### config.mk
export PLATFORM = sky130hd
export DESIGN_NAME = uart_cmd_parser
export DESIGN_NICKNAME = d
export VERILOG_FILES = /design/src/rtl/uart_cmd_parser.sv
export SDC_FILE = /design/constraint.sdc
export NUM_CORES = 1
export LEC_CHECK = 0
export CORE_MARGIN = 3
export CORE_UTILIZATION = 52
export CTS_BUF_LIST = sky130_fd_sc_hd__clkbuf_4 sky130_fd_sc_hd__clkbuf_8 sky130_fd_sc_hd__clkbuf_16
export CTS_CLUSTER_SIZE = 28
export DETAILED_ROUTE_END_ITERATION = 16
export PLACE_DENSITY = 0.75
export REMOVE_ABC_BUFFERS = 1
export SYNTH_ARGS = -nofsm -noshare
export SYNTH_HDL_FRONTEND = slang
export SYNTH_SLANG_ARGS = --single-unit
### constraint.sdc
create_clock -name clk -period 3.31 [get_ports clk]
set_clock_uncertainty 0.15 [all_clocks]
set_input_delay 0.993 -clock clk [delete_from_list [all_inputs] [get_ports clk]]
set_output_delay 0.993 -clock clk [all_outputs]
set_load 0.01 [all_outputs]
### src/rtl/uart_cmd_parser.sv
// UART byte-stream framer: SOF/opcode/len/payload/XOR-checksum into held commands.
// Optional saturating error counter output enabled by PARSER_ERR_CNT_EN.
module uart_cmd_parser #(
  parameter int         MAX_PAYLOAD    = 8,
  parameter logic [7:0] SOF_BYTE       = 8'hA5,
  parameter int         TIMEOUT_CYCLES = 4166
) (
  input  logic       clk,
  input  logic       rst,
  input  logic [7:0] rx_data,
  input  logic       rx_done,
  output logic       cmd_valid,
  input  logic       cmd_ready,
  output logic [7:0] cmd_opcode,
  output logic [3:0] cmd_len,
  input  logic [3:0] cmd_rd_addr,
  output logic [7:0] cmd_rd_data,
  output logic       err_pulse,
  output logic [1:0] err_code
`ifdef PARSER_ERR_CNT_EN
  ,
  output logic [7:0] err_count
`endif
);

  localparam int AW = (MAX_PAYLOAD > 1) ? $clog2(MAX_PAYLOAD) : 1;
  localparam int TW = $clog2(TIMEOUT_CYCLES + 1);
  localparam logic [7:0]    MAX_B   = 8'(MAX_PAYLOAD);
  localparam logic [TW-1:0] TMO_MAX = TW'(TIMEOUT_CYCLES - 1);
  localparam logic [TW-1:0] TMO_ONE = TW'(1);

  localparam logic [1:0] E_CHK = 2'd0;
  localparam logic [1:0] E_LEN = 2'd1;
  localparam logic [1:0] E_TMO = 2'd2;
  localparam logic [1:0] E_OVR = 2'd3;

  typedef enum logic [2:0] {
    S_HUNT,
    S_OPC,
    S_LEN,
    S_PAY,
    S_CHK,
    S_HOLD
  } state_t;

  state_t        state_q;
  logic          cmd_valid_q;
  logic [7:0]    cmd_opcode_q;
  logic [3:0]    cmd_len_q;
  logic          err_pulse_q;
  logic [1:0]    err_code_q;
  logic [TW-1:0] tmo_q;
  logic [7:0]    opc_q;
  logic [3:0]    len_q;
  logic [3:0]    idx_q;
  logic [7:0]    chk_q;
  logic [7:0]    pbuf_q [MAX_PAYLOAD];

  logic       tmo_run;
  logic       tmo_hit;
  logic [7:0] chk_d;
  logic [3:0] idx_d;

  assign tmo_run = (state_q == S_OPC) || (state_q == S_LEN) ||
                   (state_q == S_PAY) || (state_q == S_CHK);
  assign tmo_hit = tmo_run && !rx_done && (tmo_q == TMO_MAX);
  assign chk_d   = chk_q ^ rx_data;
  assign idx_d   = idx_q + 4'd1;

  always_ff @(posedge clk) begin
    if (rst) begin
      state_q      <= S_HUNT;
      cmd_valid_q  <= 1'b0;
      cmd_opcode_q <= 8'h00;
      cmd_len_q    <= 4'h0;
      err_pulse_q  <= 1'b0;
      err_code_q   <= 2'd0;
      tmo_q        <= '0;
      opc_q        <= 8'h00;
      len_q        <= 4'h0;
      idx_q        <= 4'h0;
      chk_q        <= 8'h00;
    end else begin
      err_pulse_q <= 1'b0;
      if (rx_done || !tmo_run || tmo_hit) begin
        tmo_q <= '0;
      end else begin
        tmo_q <= tmo_q + TMO_ONE;
      end
      if (tmo_hit) begin
        err_pulse_q <= 1'b1;
        err_code_q  <= E_TMO;
        state_q     <= S_HUNT;
      end else begin
        unique case (state_q)
          S_HUNT: begin
            if (rx_done && rx_data == SOF_BYTE) begin
              state_q <= S_OPC;
            end
          end
          S_OPC: begin
            if (rx_done) begin
              opc_q   <= rx_data;
              chk_q   <= rx_data;
              state_q <= S_LEN;
            end
          end
          S_LEN: begin
            if (rx_done) begin
              if (rx_data > MAX_B) begin
                err_pulse_q <= 1'b1;
                err_code_q  <= E_LEN;
                state_q     <= S_HUNT;
              end else begin
                len_q   <= rx_data[3:0];
                chk_q   <= chk_d;
                idx_q   <= 4'h0;
                state_q <= (rx_data == 8'h00) ? S_CHK : S_PAY;
              end
            end
          end
          S_PAY: begin
            if (rx_done) begin
              pbuf_q[idx_q[AW-1:0]] <= rx_data;
              chk_q <= chk_d;
              idx_q <= idx_d;
              if (idx_d == len_q) begin
                state_q <= S_CHK;
              end
            end
          end
          S_CHK: begin
            if (rx_done) begin
              if (rx_data == chk_q) begin
                cmd_valid_q  <= 1'b1;
                cmd_opcode_q <= opc_q;
                cmd_len_q    <= len_q;
                state_q      <= S_HOLD;
              end else begin
                err_pulse_q <= 1'b1;
                err_code_q  <= E_CHK;
                state_q     <= S_HUNT;
              end
            end
          end
          S_HOLD: begin
            // A byte arriving with the accepting handshake is a fresh hunt byte.
            if (cmd_ready) begin
              cmd_valid_q <= 1'b0;
              if (rx_done && rx_data == SOF_BYTE) begin
                state_q <= S_OPC;
              end else begin
                state_q <= S_HUNT;
              end
            end else if (rx_done) begin
              err_pulse_q <= 1'b1;
              err_code_q  <= E_OVR;
            end
          end
          default: state_q <= S_HUNT;
        endcase
      end
    end
  end

`ifdef PARSER_ERR_CNT_EN
  logic [7:0] err_cnt_q;

  always_ff @(posedge clk) begin
    if (rst) begin
      err_cnt_q <= 8'h00;
    end else if (err_pulse_q && err_cnt_q != 8'hFF) begin
      err_cnt_q <= err_cnt_q + 8'd1;
    end
  end

  assign err_count = err_cnt_q;
`endif

  assign cmd_valid   = cmd_valid_q;
  assign cmd_opcode  = cmd_opcode_q;
  assign cmd_len     = cmd_len_q;
  assign err_pulse   = err_pulse_q;
  assign err_code    = err_code_q;
  assign cmd_rd_data = (cmd_rd_addr < cmd_len_q) ?
                       pbuf_q[cmd_rd_addr[AW-1:0]] : 8'h00;

endmodule

==> results of run 1 <==
## cells by family (layout without fill, tap and decap cells)
family	count (synthesis)	in the layout	share of synthesized area, %
multiplexers	40	40	11.4
flip-flops	120	120	57.9
adder cells (fa/ha/maj)	7	7	1.62
buffers and inverters	33	113	2.81
AND/OR/NAND/NOR	151	151	15.2
AO/OA/AOI/OAI	58	58	6.93
XOR/XNOR	25	25	4.16
## critical path: stages
cell and delay [ns]:
sky130_fd_sc_hd__buf_8 0.10, sky130_fd_sc_hd__ha_4 0.20, sky130_fd_sc_hd__a21o_1 0.16, sky130_fd_sc_hd__a21o_1 0.18
sky130_fd_sc_hd__a21o_4 0.27, sky130_fd_sc_hd__nor2_1 0.12, sky130_fd_sc_hd__buf_2 0.15
## registers in the layout, summed over array words and instances (netlist names)
name        count
pbuf_q         64
chk_q           8
cmd_valid       1
opc_q           8
state_q         3
idx_q           4
err_pulse       1
err_code        2
tmo_q          13
len_q           4
cmd_opcode      8
cmd_len         4
## metal layers
| metal | vias to the layer above | global-route usage (%) | part of all wire, % |
|---|---|---|---|
| li1 | 1738 | - | - |
| met4 | 0 | 7.76 | 1.3 |
| met1 | 1804 | 29.7 | 44 |
| met3 | 14 | 6.38 | 5.2 |
| met2 | 122 | 36.7 | 49 |
| met5 | - | 0 | 0 |
## worst max-delay path by stage
stage / from / end / slack (ns)
finish: cmd_rd_addr[1] / cmd_rd_data[7] / -0.01
floorplan: cmd_rd_addr[1] / cmd_rd_data[0] / 0.18
global placement: cmd_rd_addr[1] / cmd_rd_data[1] / -0.80
detailed placement: cmd_rd_addr[1] / cmd_rd_data[2] / -0.92
CTS: cmd_rd_addr[2] / cmd_rd_data[6] / 0.0002
global route: cmd_rd_addr[1] / cmd_rd_data[7] / -0.04
## cells in the final DEF, fill, tap and decap left out, types with 16 or more instances in the layout
master and n:
sky130_fd_sc_hd__clkbuf_16 16, sky130_fd_sc_hd__xnor2_1 16, sky130_fd_sc_hd__nand2_1 27, sky130_fd_sc_hd__clkdlybuf4s50_1 27, sky130_fd_sc_hd__buf_4 34, sky130_fd_sc_hd__mux2i_1 20, sky130_fd_sc_hd__edfxtp_1 64, sky130_fd_sc_hd__mux4_2 16
sky130_fd_sc_hd__dfxtp_1 55, sky130_fd_sc_hd__nor2_1 48, sky130_fd_sc_hd__a21oi_1 16
## layout make-up
class | instances | area share (%)
inverter | 6 | 0.335
tap | 133 | 2.47
sequential | 120 | 45.2
multi-input combinational | 281 | 32.3
clock buffer | 17 | 6.16
timing repair buffer | 76 | 9.86
clock inverter | 14 | 3.65
## where the power goes
part	total [mW]	internal [mW]	switching (mW)
Clock	2.04	1.38	0.661
Sequential	1.57	1.57	0.00286
Combinational	0.179	0.0865	0.0927
## metrics by stage
step / setup TNS, ns / area [um2] / hold slack (ns)
6_report: -0.0105 / 6730 / 0.306
5_1_grt: -0.0918 / 6730 / 0.337
3_5_place_dp: -6.94 / 5970 / 0.301
4_1_cts: 0 / 6670 / 0.309
3_3_place_gp: -6.39 / 5970 / 0.297
2_1_floorplan: 0 / 5130 / 0.280
## Yosys cell counts (all sizes together), types with 11 or more instances
cell type / n
a21oi: 16
a31oi: 11
clkbuf: 18
dfxtp: 56
edfxtp: 64
mux2i: 24
mux4: 16
nand2: 27
nand3: 12
nor2: 55
o21ai: 12
xnor2: 16
## what timing repair did
item                       4_1_cts  5_1_grt
pin swaps                        8        8
resized for setup               63       13
hold buffers                     0        0
setup endpoints to repair        8        8
hold endpoints to repair         0        0
==> results.rst, run 1 <==
.. list-table::
   :header-rows: 1

   * - Metric
     - Value
   * - Overall via count from detail_route
     - 3678
   * - Relative area change from synthesis to final layout
     - 28.0%
   * - Count of flip-flops with a built-in enable after synthesis
     - 64
   * - Antenna violations before repair
     - 0
   * - Setup fix buffers added after clock tree synthesis
     - 0
   * - Crit Path Class
     - input pin to output pin
   * - Flops & latches, synth
     - 120
   * - CP endpoint kind
     - output pin
   * - Gr usage total
     - 22.7%
   * - Fraction of final layout cells with drive strength greater than 1
     - 23.0%
   * - Tmin final
     - 3.32 ns
   * - Final period utilization
     - 100%
   * - Num rows
     - 36
   * - Routed Wire Length
     - 12200 um
   * - Run status
     - finished, violations left
   * - Startpoint of the most critical hold path
     - opc_q[0]$_SDFFE_PP0P_
   * - Height of the chip
     - 107 um
   * - TritonCTS sink count
     - 120
   * - Largest net degree at the start of global routing
     - 43
   * - Number of antenna cells inserted
     - 0
   * - Number of cells on the worst reg-to-reg path
     - 4
   * - Number of max-slew violations in the final report
     - 0
   * - Proportion of synthesized flip-flops having asynchronous set or reset
     - 0%
   * - Boundary pin count
     - 40
   * - Worst-case setup slack after placement
     - -0.918 ns
   * - Syn Std Cell Area
     - 0.00526 mm2
   * - Leakage power summed over all cells
     - 2.44 nW
   * - Latest clock arrival within the worst-skew pair
     - 0.51 ns
   * - Clock transition at the registers of the reported paths
     - 0.06 ns
   * - Final-stage net count
     - 524
   * - Commonest register cell after synthesis
     - sky130_fd_sc_hd__edfxtp_1
   * - Fill cell count
     - 718
   * - Wire length of the first global-routing pass
     - 19800 um
   * - Total Die Area
     - 0.0114 mm2
   * - Starting density of the core
     - 53.5%
   * - Drt via density
     - 5.68
   * - Number of cells in the finished layout apart from fillers
     - 647
   * - Largest cells by area after synthesis
     - sky130_fd_sc_hd__edfxtp_1, sky130_fd_sc_hd__dfxtp_1, sky130_fd_sc_hd__mux4_2, sky130_fd_sc_hd__mux2i_1, sky130_fd_sc_hd__nor2_1
   * - Power per Cell Area
     - 563 mW/mm2
   * - Number of stages on the worst hold path
     - 2
   * - Wire length per cell
     - 18.8 um
   * - Worst setup slack for register-to-register paths
     - 0.92 ns
   * - Distinct cell type count after synthesis
     - 56
   * - Violations in the final reports
     - setup timing
   * - Placeable core region
     - 0.00982 mm2
   * - Final core utilization
     - 68.5%
   * - Crit path launch type
     - input pin
   * - Hold Path Class
     - flip-flop to flip-flop
   * - Clock tree buffer depth
     - 2
   * - Worst flop-to-flop path startpoint
     - state_q[2]$_SDFFE_PP0P_
   * - RSZ-0062 raised after global routing
     - true
   * - Count of maximum capacitance violations
     - 0
   * - Worst-case setup margin in the final layout
     - -0.0105 ns
   * - Number of global-route vias before repair
     - 3786
   * - Area occupied by multi-input gates
     - 0.00217 mm2
   * - Drt drc
     - 0
   * - Clock tree root driver cell
     - sky130_fd_sc_hd__clkbuf_8
   * - Yosys top cell area share
     - 36.6%
   * - Overall power after layout
     - 3.79 mW
   * - Weighted congestion at the end of routability-driven global placement
     - 0.861
   * - Final global-route overflow total
     - 0
   * - Cell taking the most area after synthesis
     - sky130_fd_sc_hd__edfxtp_1
   * - Number of warnings reported in the yosys synthesis log
     - 0
   * - Count of input and output buffers
     - 39
   * - Rel. slew slack
     - 62.3%
   * - Number of setup violations in the final report
     - 1
   * - Maximum level of the CTS H-tree
     - 4
   * - Hold violation total from the final report
     - 0
   * - Capture instance of the worst register-to-register path
     - cmd_len[2]$_SDFFE_PP0P_
   * - CTS Buf Count
     - 17
   * - Initial drt markers
     - 254
   * - DIE WIDTH
     - 107 um
   * - Register area share after synthesis
     - 57.9%
   * - Mean instance size in the synthesized netlist
     - 12.1 um2
   * - Clock tree from TritonCTS
     - yes
   * - Instance count after placement with tap cells included
     - 616
   * - Worst VDD drop
     - 0.341 mV
   * - Instance count of the mapped netlist
     - 434
   * - Placed wire-length estimate
     - 8180 um
   * - Final ANT Viol Nets
     - 0
   * - Detailed Routing Iterations Pass 1
     - 5
   * - Data required, critical path
     - 2.17 ns
   * - Crit Path Max Fanout
     - 8
   * - Worst path arrival time
     - 2.18 ns
   * - End point of the worst hold path
     - opc_q[0]$_SDFFE_PP0P_
   * - Timing-limited maximum frequency
     - 301 MHz
   * - FF/Latch Area
     - 0.00304 mm2
   * - Worst-Margin Slew
     - 0.565 ns
No activity file was read; power rests on OpenSTA's default activity.
==> run 2: changes to the inputs <==
SLEW_MARGIN = 20   (was unset)
==> results of run 2 <==
Same layout as run 1: the final DEF is identical, and so are final timing and power.
==> run 3: changes to the inputs <==
GPL_ROUTABILITY_DRIVEN = 1   (was unset)
==> results of run 3 <==
Same layout as run 1: the final DEF is identical, and so are final timing and power.
